`config.mk`:
```
export PLATFORM = sky130hd
export DESIGN_NAME = pll_lock_sequencer
export DESIGN_NICKNAME = d
export VERILOG_FILES = /design/src/rtl/pll_lock_sequencer.sv
export SDC_FILE = /design/constraint.sdc
export NUM_CORES = 1
export LEC_CHECK = 0
export ABC_AREA = 1
export CAP_MARGIN = 20
export CORE_MARGIN = 2
export CORE_UTILIZATION = 35
export DETAILED_ROUTE_END_ITERATION = 10
export GPL_TIMING_DRIVEN = 0
export MAX_ROUTING_LAYER = met4
export PLACE_DENSITY_LB_ADDON = 0.2
export REMOVE_ABC_BUFFERS = 1
export SLEW_MARGIN = 0
export SYNTH_ARGS = -nofsm -noshare
export SYNTH_HDL_FRONTEND = slang
export SYNTH_SLANG_ARGS = --single-unit
```
`constraint.sdc`:
```
create_clock -name i_clock -period 1.73 [get_ports i_clock]
set_input_delay 0.346 -clock i_clock [delete_from_list [all_inputs] [get_ports i_clock]]
set_output_delay 0.346 -clock i_clock [all_outputs]
set_load 0.01 [all_outputs]
```
`src/rtl/pll_lock_sequencer.sv`:
```
// Startup/supervision sequencer for an iCE40 PLL: drives RESETB/BYPASS, qualifies LOCK, retries failed locks.
// Define PLL_BYPASS_FALLBACK_EN to fall back to PLL bypass instead of FAIL once retries are exhausted.
module pll_lock_sequencer #(
    parameter int unsigned RESET_CYCLES = 16,
    parameter int unsigned LOCK_TIMEOUT = 4096,
    parameter int unsigned LOCK_STABLE  = 256,
    parameter int unsigned MAX_RETRIES  = 3
) (
    input  logic       i_clock,
    input  logic       i_reset,
    input  logic       i_pll_lock,
    input  logic       i_restart,
    output logic       o_pll_resetb,
    output logic       o_pll_bypass,
    output logic       o_ready,
    output logic       o_fail,
    output logic       o_lost_lock,
    output logic [3:0] o_retries,
    output logic [2:0] o_state
);

    localparam int unsigned MAX_AB  = (RESET_CYCLES > LOCK_TIMEOUT) ? RESET_CYCLES : LOCK_TIMEOUT;
    localparam int unsigned CNT_MAX = (MAX_AB > LOCK_STABLE) ? MAX_AB : LOCK_STABLE;
    localparam int unsigned CNT_W   = $clog2(CNT_MAX);

    localparam logic [CNT_W-1:0] HOLD_LOAD   = CNT_W'(RESET_CYCLES - 1);
    localparam logic [CNT_W-1:0] WAIT_LOAD   = CNT_W'(LOCK_TIMEOUT - 1);
    localparam logic [CNT_W-1:0] STABLE_LOAD = CNT_W'(LOCK_STABLE - 1);
    localparam logic [3:0]       RETRY_LIMIT = 4'(MAX_RETRIES);

    typedef enum logic [2:0] {
        ST_HOLD   = 3'd0,
        ST_WAIT   = 3'd1,
        ST_STABLE = 3'd2,
        ST_RUN    = 3'd3,
        ST_FAIL   = 3'd4
`ifdef PLL_BYPASS_FALLBACK_EN
        ,
        ST_BYPASS = 3'd5
`endif
    } state_t;

`ifdef PLL_BYPASS_FALLBACK_EN
    localparam state_t ST_EXHAUSTED = ST_BYPASS;
`else
    localparam state_t ST_EXHAUSTED = ST_FAIL;
`endif

    state_t           state, state_nxt;
    logic [CNT_W-1:0] cnt, cnt_nxt;
    logic [3:0]       retries_nxt;
    logic             lost_nxt;
    logic             attempt_fail;
    logic [1:0]       lock_sync;
    logic             lock_s;

    assign lock_s  = lock_sync[1];
    assign o_state = state;

    // Next-state logic; a single down-counter is reloaded on every state entry.
    always_comb begin
        state_nxt    = state;
        cnt_nxt      = cnt;
        retries_nxt  = o_retries;
        lost_nxt     = 1'b0;
        attempt_fail = 1'b0;

        if (i_restart) begin
            state_nxt   = ST_HOLD;
            cnt_nxt     = HOLD_LOAD;
            retries_nxt = 4'd0;
        end else begin
            case (state)
                ST_HOLD: begin
                    if (cnt == '0) begin
                        state_nxt = ST_WAIT;
                        cnt_nxt   = WAIT_LOAD;
                    end else begin
                        cnt_nxt = cnt - CNT_W'(1);
                    end
                end
                ST_WAIT: begin
                    if (lock_s) begin
                        state_nxt = ST_STABLE;
                        cnt_nxt   = STABLE_LOAD;
                    end else if (cnt == '0) begin
                        attempt_fail = 1'b1;
                    end else begin
                        cnt_nxt = cnt - CNT_W'(1);
                    end
                end
                ST_STABLE: begin
                    if (!lock_s) begin
                        attempt_fail = 1'b1;
                    end else if (cnt == '0) begin
                        state_nxt = ST_RUN;
                        cnt_nxt   = '0;
                    end else begin
                        cnt_nxt = cnt - CNT_W'(1);
                    end
                end
                ST_RUN: begin
                    if (!lock_s) begin
                        state_nxt   = ST_HOLD;
                        cnt_nxt     = HOLD_LOAD;
                        retries_nxt = 4'd0;
                        lost_nxt    = 1'b1;
                    end
                end
                ST_FAIL: begin
                    state_nxt = state;
                end
`ifdef PLL_BYPASS_FALLBACK_EN
                ST_BYPASS: begin
                    state_nxt = state;
                end
`endif
                default: begin
                    state_nxt = ST_HOLD;
                    cnt_nxt   = HOLD_LOAD;
                end
            endcase

            // Retry count stops at the limit because the exhausted state is terminal.
            if (attempt_fail) begin
                retries_nxt = o_retries + 4'd1;
                if (retries_nxt == RETRY_LIMIT) begin
                    state_nxt = ST_EXHAUSTED;
                    cnt_nxt   = '0;
                end else begin
                    state_nxt = ST_HOLD;
                    cnt_nxt   = HOLD_LOAD;
                end
            end
        end
    end

    // State, synchronizer and registered Moore outputs decoded from the next state.
    always_ff @(posedge i_clock) begin
        if (i_reset) begin
            lock_sync    <= 2'b00;
            state        <= ST_HOLD;
            cnt          <= HOLD_LOAD;
            o_retries    <= 4'd0;
            o_lost_lock  <= 1'b0;
            o_pll_resetb <= 1'b0;
            o_pll_bypass <= 1'b0;
            o_ready      <= 1'b0;
            o_fail       <= 1'b0;
        end else begin
            lock_sync    <= {lock_sync[0], i_pll_lock};
            state        <= state_nxt;
            cnt          <= cnt_nxt;
            o_retries    <= retries_nxt;
            o_lost_lock  <= lost_nxt;
            o_pll_resetb <= !((state_nxt == ST_HOLD) || (state_nxt == ST_FAIL));
`ifdef PLL_BYPASS_FALLBACK_EN
            o_pll_bypass <= (state_nxt == ST_BYPASS);
            o_ready      <= (state_nxt == ST_RUN) || (state_nxt == ST_BYPASS);
            o_fail       <= (state_nxt == ST_FAIL) || (state_nxt == ST_BYPASS);
`else
            o_pll_bypass <= 1'b0;
            o_ready      <= (state_nxt == ST_RUN);
            o_fail       <= (state_nxt == ST_FAIL);
`endif
        end
    end

endmodule

```
======== Yosys cells after proc, flatten, opt, wreduce, memory -nomap -nowiden ========
Cells that the tools add are included.
word-level totals
  register bits ........................... 25
cells by class
  add/subtract/negate cells ............... 2
  equal/unequal tests ..................... 12
  multiplexer cells ....................... 26
  bitwise operators ....................... 1
  reductions and logical operators ........ 10
operators with widths
  cell                   number
  $mux 12                7
  $pmux 12 s5            1
  $mux 3                 8
  $mux 4                 4
  $pmux 3 s5             1
  $logic_not 12->1       1
  $sub 12x1->12 const B  1
  $eq 3x2->1 const B     3
  $eq 3x3->1 const B     2
  $logic_not 3->1        2
  $ne 3x3->1 const B     2
  $add 4x1->4 const B    1
  $eq 4x2->1 const B     1
  $mux 1                 4
  $ne 4x4->1 const B     1
  $reduce_and 4->1       1
  $eq 3x1->1 const B     1
  $reduce_or 3->1        1
  $ne 2x1->1 const B     1
  $ne 2x2->1 const B     1
  $pmux 1 s2             1
  $reduce_and 2->1       1
  $reduce_bool 2->1      1
  $reduce_or 2->1        1
  3 further kinds        3

======== Longest topological paths before layout ========
  word-level depth ........................ 10
  gate-level depth with buffers ........... 15
  depth with buffers taken out ............ 15

======== Worst setup path after synthesis ========
Ideal clock, no wire load.
  kind .................................... reg-to-reg
  start ................................... register cnt[0]
  end ..................................... register cnt[0]
  library setup time ...................... 0.115 ns
  data arrival time ....................... 1.384 ns
  path slack .............................. 0.231 ns
  stages on the path, launching flop included .. 15
  cells stage by stage .................... dfxtp_1 -> inv_1 -> ha_1 -> inv_1 -> nor2_1 -> nand2_1 -> nor2_2 -> nand4_2 -> nand2_4 -> inv_4 -> buf_6 -> nand2_1 -> nand2_1 -> nand2_1 -> nand2_1
on the way
  word-level cells in the longest chain between the ends .. 7
ends and longest elaborated chain
  item                                                   RTL line  RTL
  from (decl)                                            50        logic [CNT_W-1:0] cnt, cnt_nxt;
  from (signal assigned)                                 153       cnt <= cnt_nxt;
  branches (longest 7 deep; another with $sub 12x1->12)  -
Several ways; the timed one is not identified. The select of a mux whose other input is x is not followed.
A chain may end at the register's enable or synchronous reset.

======== Final worst setup path ========
  start ................................... register cnt[0]
  end ..................................... register cnt[6]
Same word-level chain as after synthesis.

==> results.sh <==
export IMPL_outcome="finished clean"
export IMPL_ir_drop_v=0.0003620
export IMPL_clock_path_buffers=2
export IMPL_fin_skew_ns=0.005551
export IMPL_finalMaxSlewViolations=0
export IMPL_layout_nets=254
export IMPL_cts_buffers=3
export IMPL_cts_hold_fix_buffers=0
export IMPL_grt_max_degree=20
export IMPL_postLayoutCellArea_mm2=0.001846
export IMPL_wire_per_inst_um=10.75
export IMPL_grt_util_all_layers=0.1425
export IMPL_crit_path_end_kind="flip-flop"
export IMPL_power_switching_mw=0.2293
export IMPL_grt_pass1_vias=1250
export IMPL_power_leakage_nw=0.8432
export IMPL_period_needed_ns=1.614
export IMPL_period_share=0.9330
export IMPL_gr_total_overflow=0
export IMPL_fill_cells=475
export IMPL_final_util=0.4298
export IMPL_required_ns=1.89
export IMPL_cp_start_kind="flip-flop"
export IMPL_synth_edff_count=0
export IMPL_cp_cell_sequence="inv_2, ha_4, inv_2, nor2_4, nand2_2, nor2_4, nand2_2, nand2_2, nand2_4, buf_12, nand2_1, nand2_1, nand2_1, a21oi_1"
export IMPL_vias=1358
export IMPL_antenna_left=0
export IMPL_maxCapViolations=0
export IMPL_num_io_pins=16
export IMPL_yosysWarningCount=0
export IMPL_area_growth_synth_to_final_pct=20.31
export IMPL_io_buffers=14
export IMPL_p_comb_frac=0.049
export IMPL_dp_hpwl_mm=2.280
export IMPL_ys_flop_type="dfxtp_1"
export IMPL_worstSetupPathType="flip-flop to flip-flop"
export IMPL_intPower_mw=0.7642
export IMPL_synth_seq_cells=25
export IMPL_start_util=0.3572
export IMPL_critPathSlowestCell="dfxtp_2"
export IMPL_drt_total_wl_mm=3.193
export IMPL_syn_avg_cell_area_um2=6.758
export IMPL_relSlewSlack=0.6630
export IMPL_clk_latency_ns=0.28
export IMPL_core_mm2=0.004294
export IMPL_drtIter0Drc=49
export IMPL_fmax_mhz=619.5
export IMPL_drive_gt1_frac=0.2000
export IMPL_worst_pin_slew_ns=0.5055
export IMPL_power_frac_seq=0.587
export IMPL_cts_htree_levels=1
export IMPL_synth_cell_types=31
export IMPL_dpl_instance_area_mm2=0.001709
export IMPL_drc=0
export IMPL_cp_arrival_ns=1.77
export IMPL_power_frac_clock=0.364
export IMPL_rows=24
export IMPL_ys_seq_area_frac=0.3263
export IMPL_die_width_um=70.20
export IMPL_antennaDiodeCount=0
export IMPL_async_flop_share=0
export IMPL_die_area_mm2=0.004928
export IMPL_cts_sinks=25
export IMPL_synth_area_mm2=0.001534
export IMPL_cts_root_buf="clkbuf_8"
export IMPL_finalSetupViolCount=0
export IMPL_hp_class="flip-flop to flip-flop"
export IMPL_clk_pin_slew_ns=0.09
export IMPL_vias_per_cell=4.572
export IMPL_netSwitchingFraction=0.2308
export IMPL_firstDrtPassIters=4
export IMPL_grt_pass1_wl_mm=5.554
export IMPL_hold_violations=0
export IMPL_cpPeakStageDelay_ns=0.34
export IMPL_postSynthCellCount=227
export IMPL_gp_congestion=0.7846
export IMPL_antenna_found_initial=0
export IMPL_power_density_mw_per_mm2=538.3
export IMPL_cts_tree="yes"
export IMPL_cp_max_fo=5
export IMPL_fp_dieH_um=70.20
## registers in the layout, indices dropped and copies added, names as in the netlist
register and count:
cnt 12, lock_sync 2, o_fail 1, o_lost_lock 1, o_pll_resetb 1, o_ready 1, o_retries 4, o_state 3
## through the flow
stage / hold slack, ns / power [mW] / TNS [ns] / cells / setup WS [ns]
after CTS: 0.4185 / 1.007 / 0 / 293 / 0.04406
after global routing: 0.4366 / 1.046 / -0.1331 / 297 / -0.03343
after detailed placement: 0.4041 / 0.6359 / -2.706 / 289 / -0.2391
after global placement: 0.4024 / 0.6356 / -2.322 / 289 / -0.2280
after floorplan: 0.3883 / 0.6206 / 0 / 223 / 0.2169
final: 0.4121 / 0.9935 / 0 / 297 / 0.1159
## synthesized netlist by cell type, types with 2 or more instances
master	count	area, um^2
a21oi_2	2	17.52
inv_2	4	15.01
nand2_4	2	22.52
inv_1	17	63.81
nand3_1	14	70.07
nor2_4	5	56.30
nor2_1	19	71.32
xnor2_1	3	26.28
nand4_1	2	12.51
nand2_2	4	25.02
buf_4	2	15.01
dfxtp_1	25	500.5
ha_1	4	50.05
nor3_2	2	20.02
o21ai_0	5	25.02
xor2_1	5	43.79
nand2_1	81	304.0
a21oi_1	17	85.08
nor2_2	2	12.51
## cell usage in the layout (no fill, tap or decap), types with 5 or more instances in the layout
cell type / synthesis / final
nand2_2: 4 / 10
inv_1: 17 / 14
dfxtp_1: 25 / 22
nor2_4: 5 / 6
a21oi_1: 17 / 17
nand2_1: 81 / 75
clkdlybuf4s50_1: 0 / 14
o21ai_0: 5 / 5
nor2_1: 19 / 18
nand3_1: 14 / 14
inv_2: 4 / 6
xor2_1: 5 / 5
## area by class of cell
type	instances	area (um^2)	area share
Timing Repair Buffer	18	182.7	0.09898
Clock buffer	3	41.29	0.02237
Inverter	23	95.09	0.05153
Multi-Input combinational cell	175	949.7	0.5146
Tap cell	52	65.06	0.03525
Clock inverter	1	7.507	0.004068
Sequential cell	25	504.2	0.2732
## worst max-delay path: cells and delay by family, from the launching register on
kind            cells  cell delay [ns]
simple gates        9             0.72
flops               1             0.34
buf+inv             3             0.25
fa+ha+maj           1             0.13
compound gates      1             0.05
## per-layer routing
metal,up-vias,GRT usage,share of wire
met5,-,-,0
met4,0,0.04487,0.012
met3,5,0.03463,0.033
met2,22,0.2275,0.45
met1,586,0.1783,0.51
li1,745,-,-
## cells by family (layout without fill, tap and decap cells)
logic type / Yosys count / count (layout) / share of synthesized area
xor+xnor: 8 / 8 / 0.04568
fa+ha+maj: 4 / 4 / 0.03263
simple gates: 137 / 137 / 0.4290
buf+inv: 27 / 45 / 0.07748
compound gates: 25 / 25 / 0.08646
other cells: 1 / 1 / 0.002445
flops: 25 / 25 / 0.3263
## power by group through the flow
stage               logic, mW  clock network [mW]  registers [mW]
floorplan              0.0257                   0           0.595
global placement       0.0402                   0           0.595
detailed placement     0.0405                   0           0.595
CTS                    0.0406               0.384           0.582
global route           0.0563               0.406           0.584
finish                 0.0486               0.362           0.583
## path summary, 6_finish.rpt
path                             end                     from  cells past startpoint  slack [ns]
max              cnt[6]$_SDFFE_PP0P_      cnt[0]$_SDFFE_PP1P_                     14        0.12
min          lock_sync[1]$_SDFF_PP0_  lock_sync[0]$_SDFF_PP0_                      2        0.41
max reg2reg      cnt[6]$_SDFFE_PP0P_      cnt[0]$_SDFFE_PP1P_                     14        0.12
min reg2reg  lock_sync[1]$_SDFF_PP0_  lock_sync[0]$_SDFF_PP0_                      2        0.41
## what timing repair did
action,in CTS,in global routing
setup endpoints to repair,4,16
setup buffers,0,4
resized for setup,1,17
pin swaps,0,10
No activity file was read; power rests on OpenSTA's default activity.
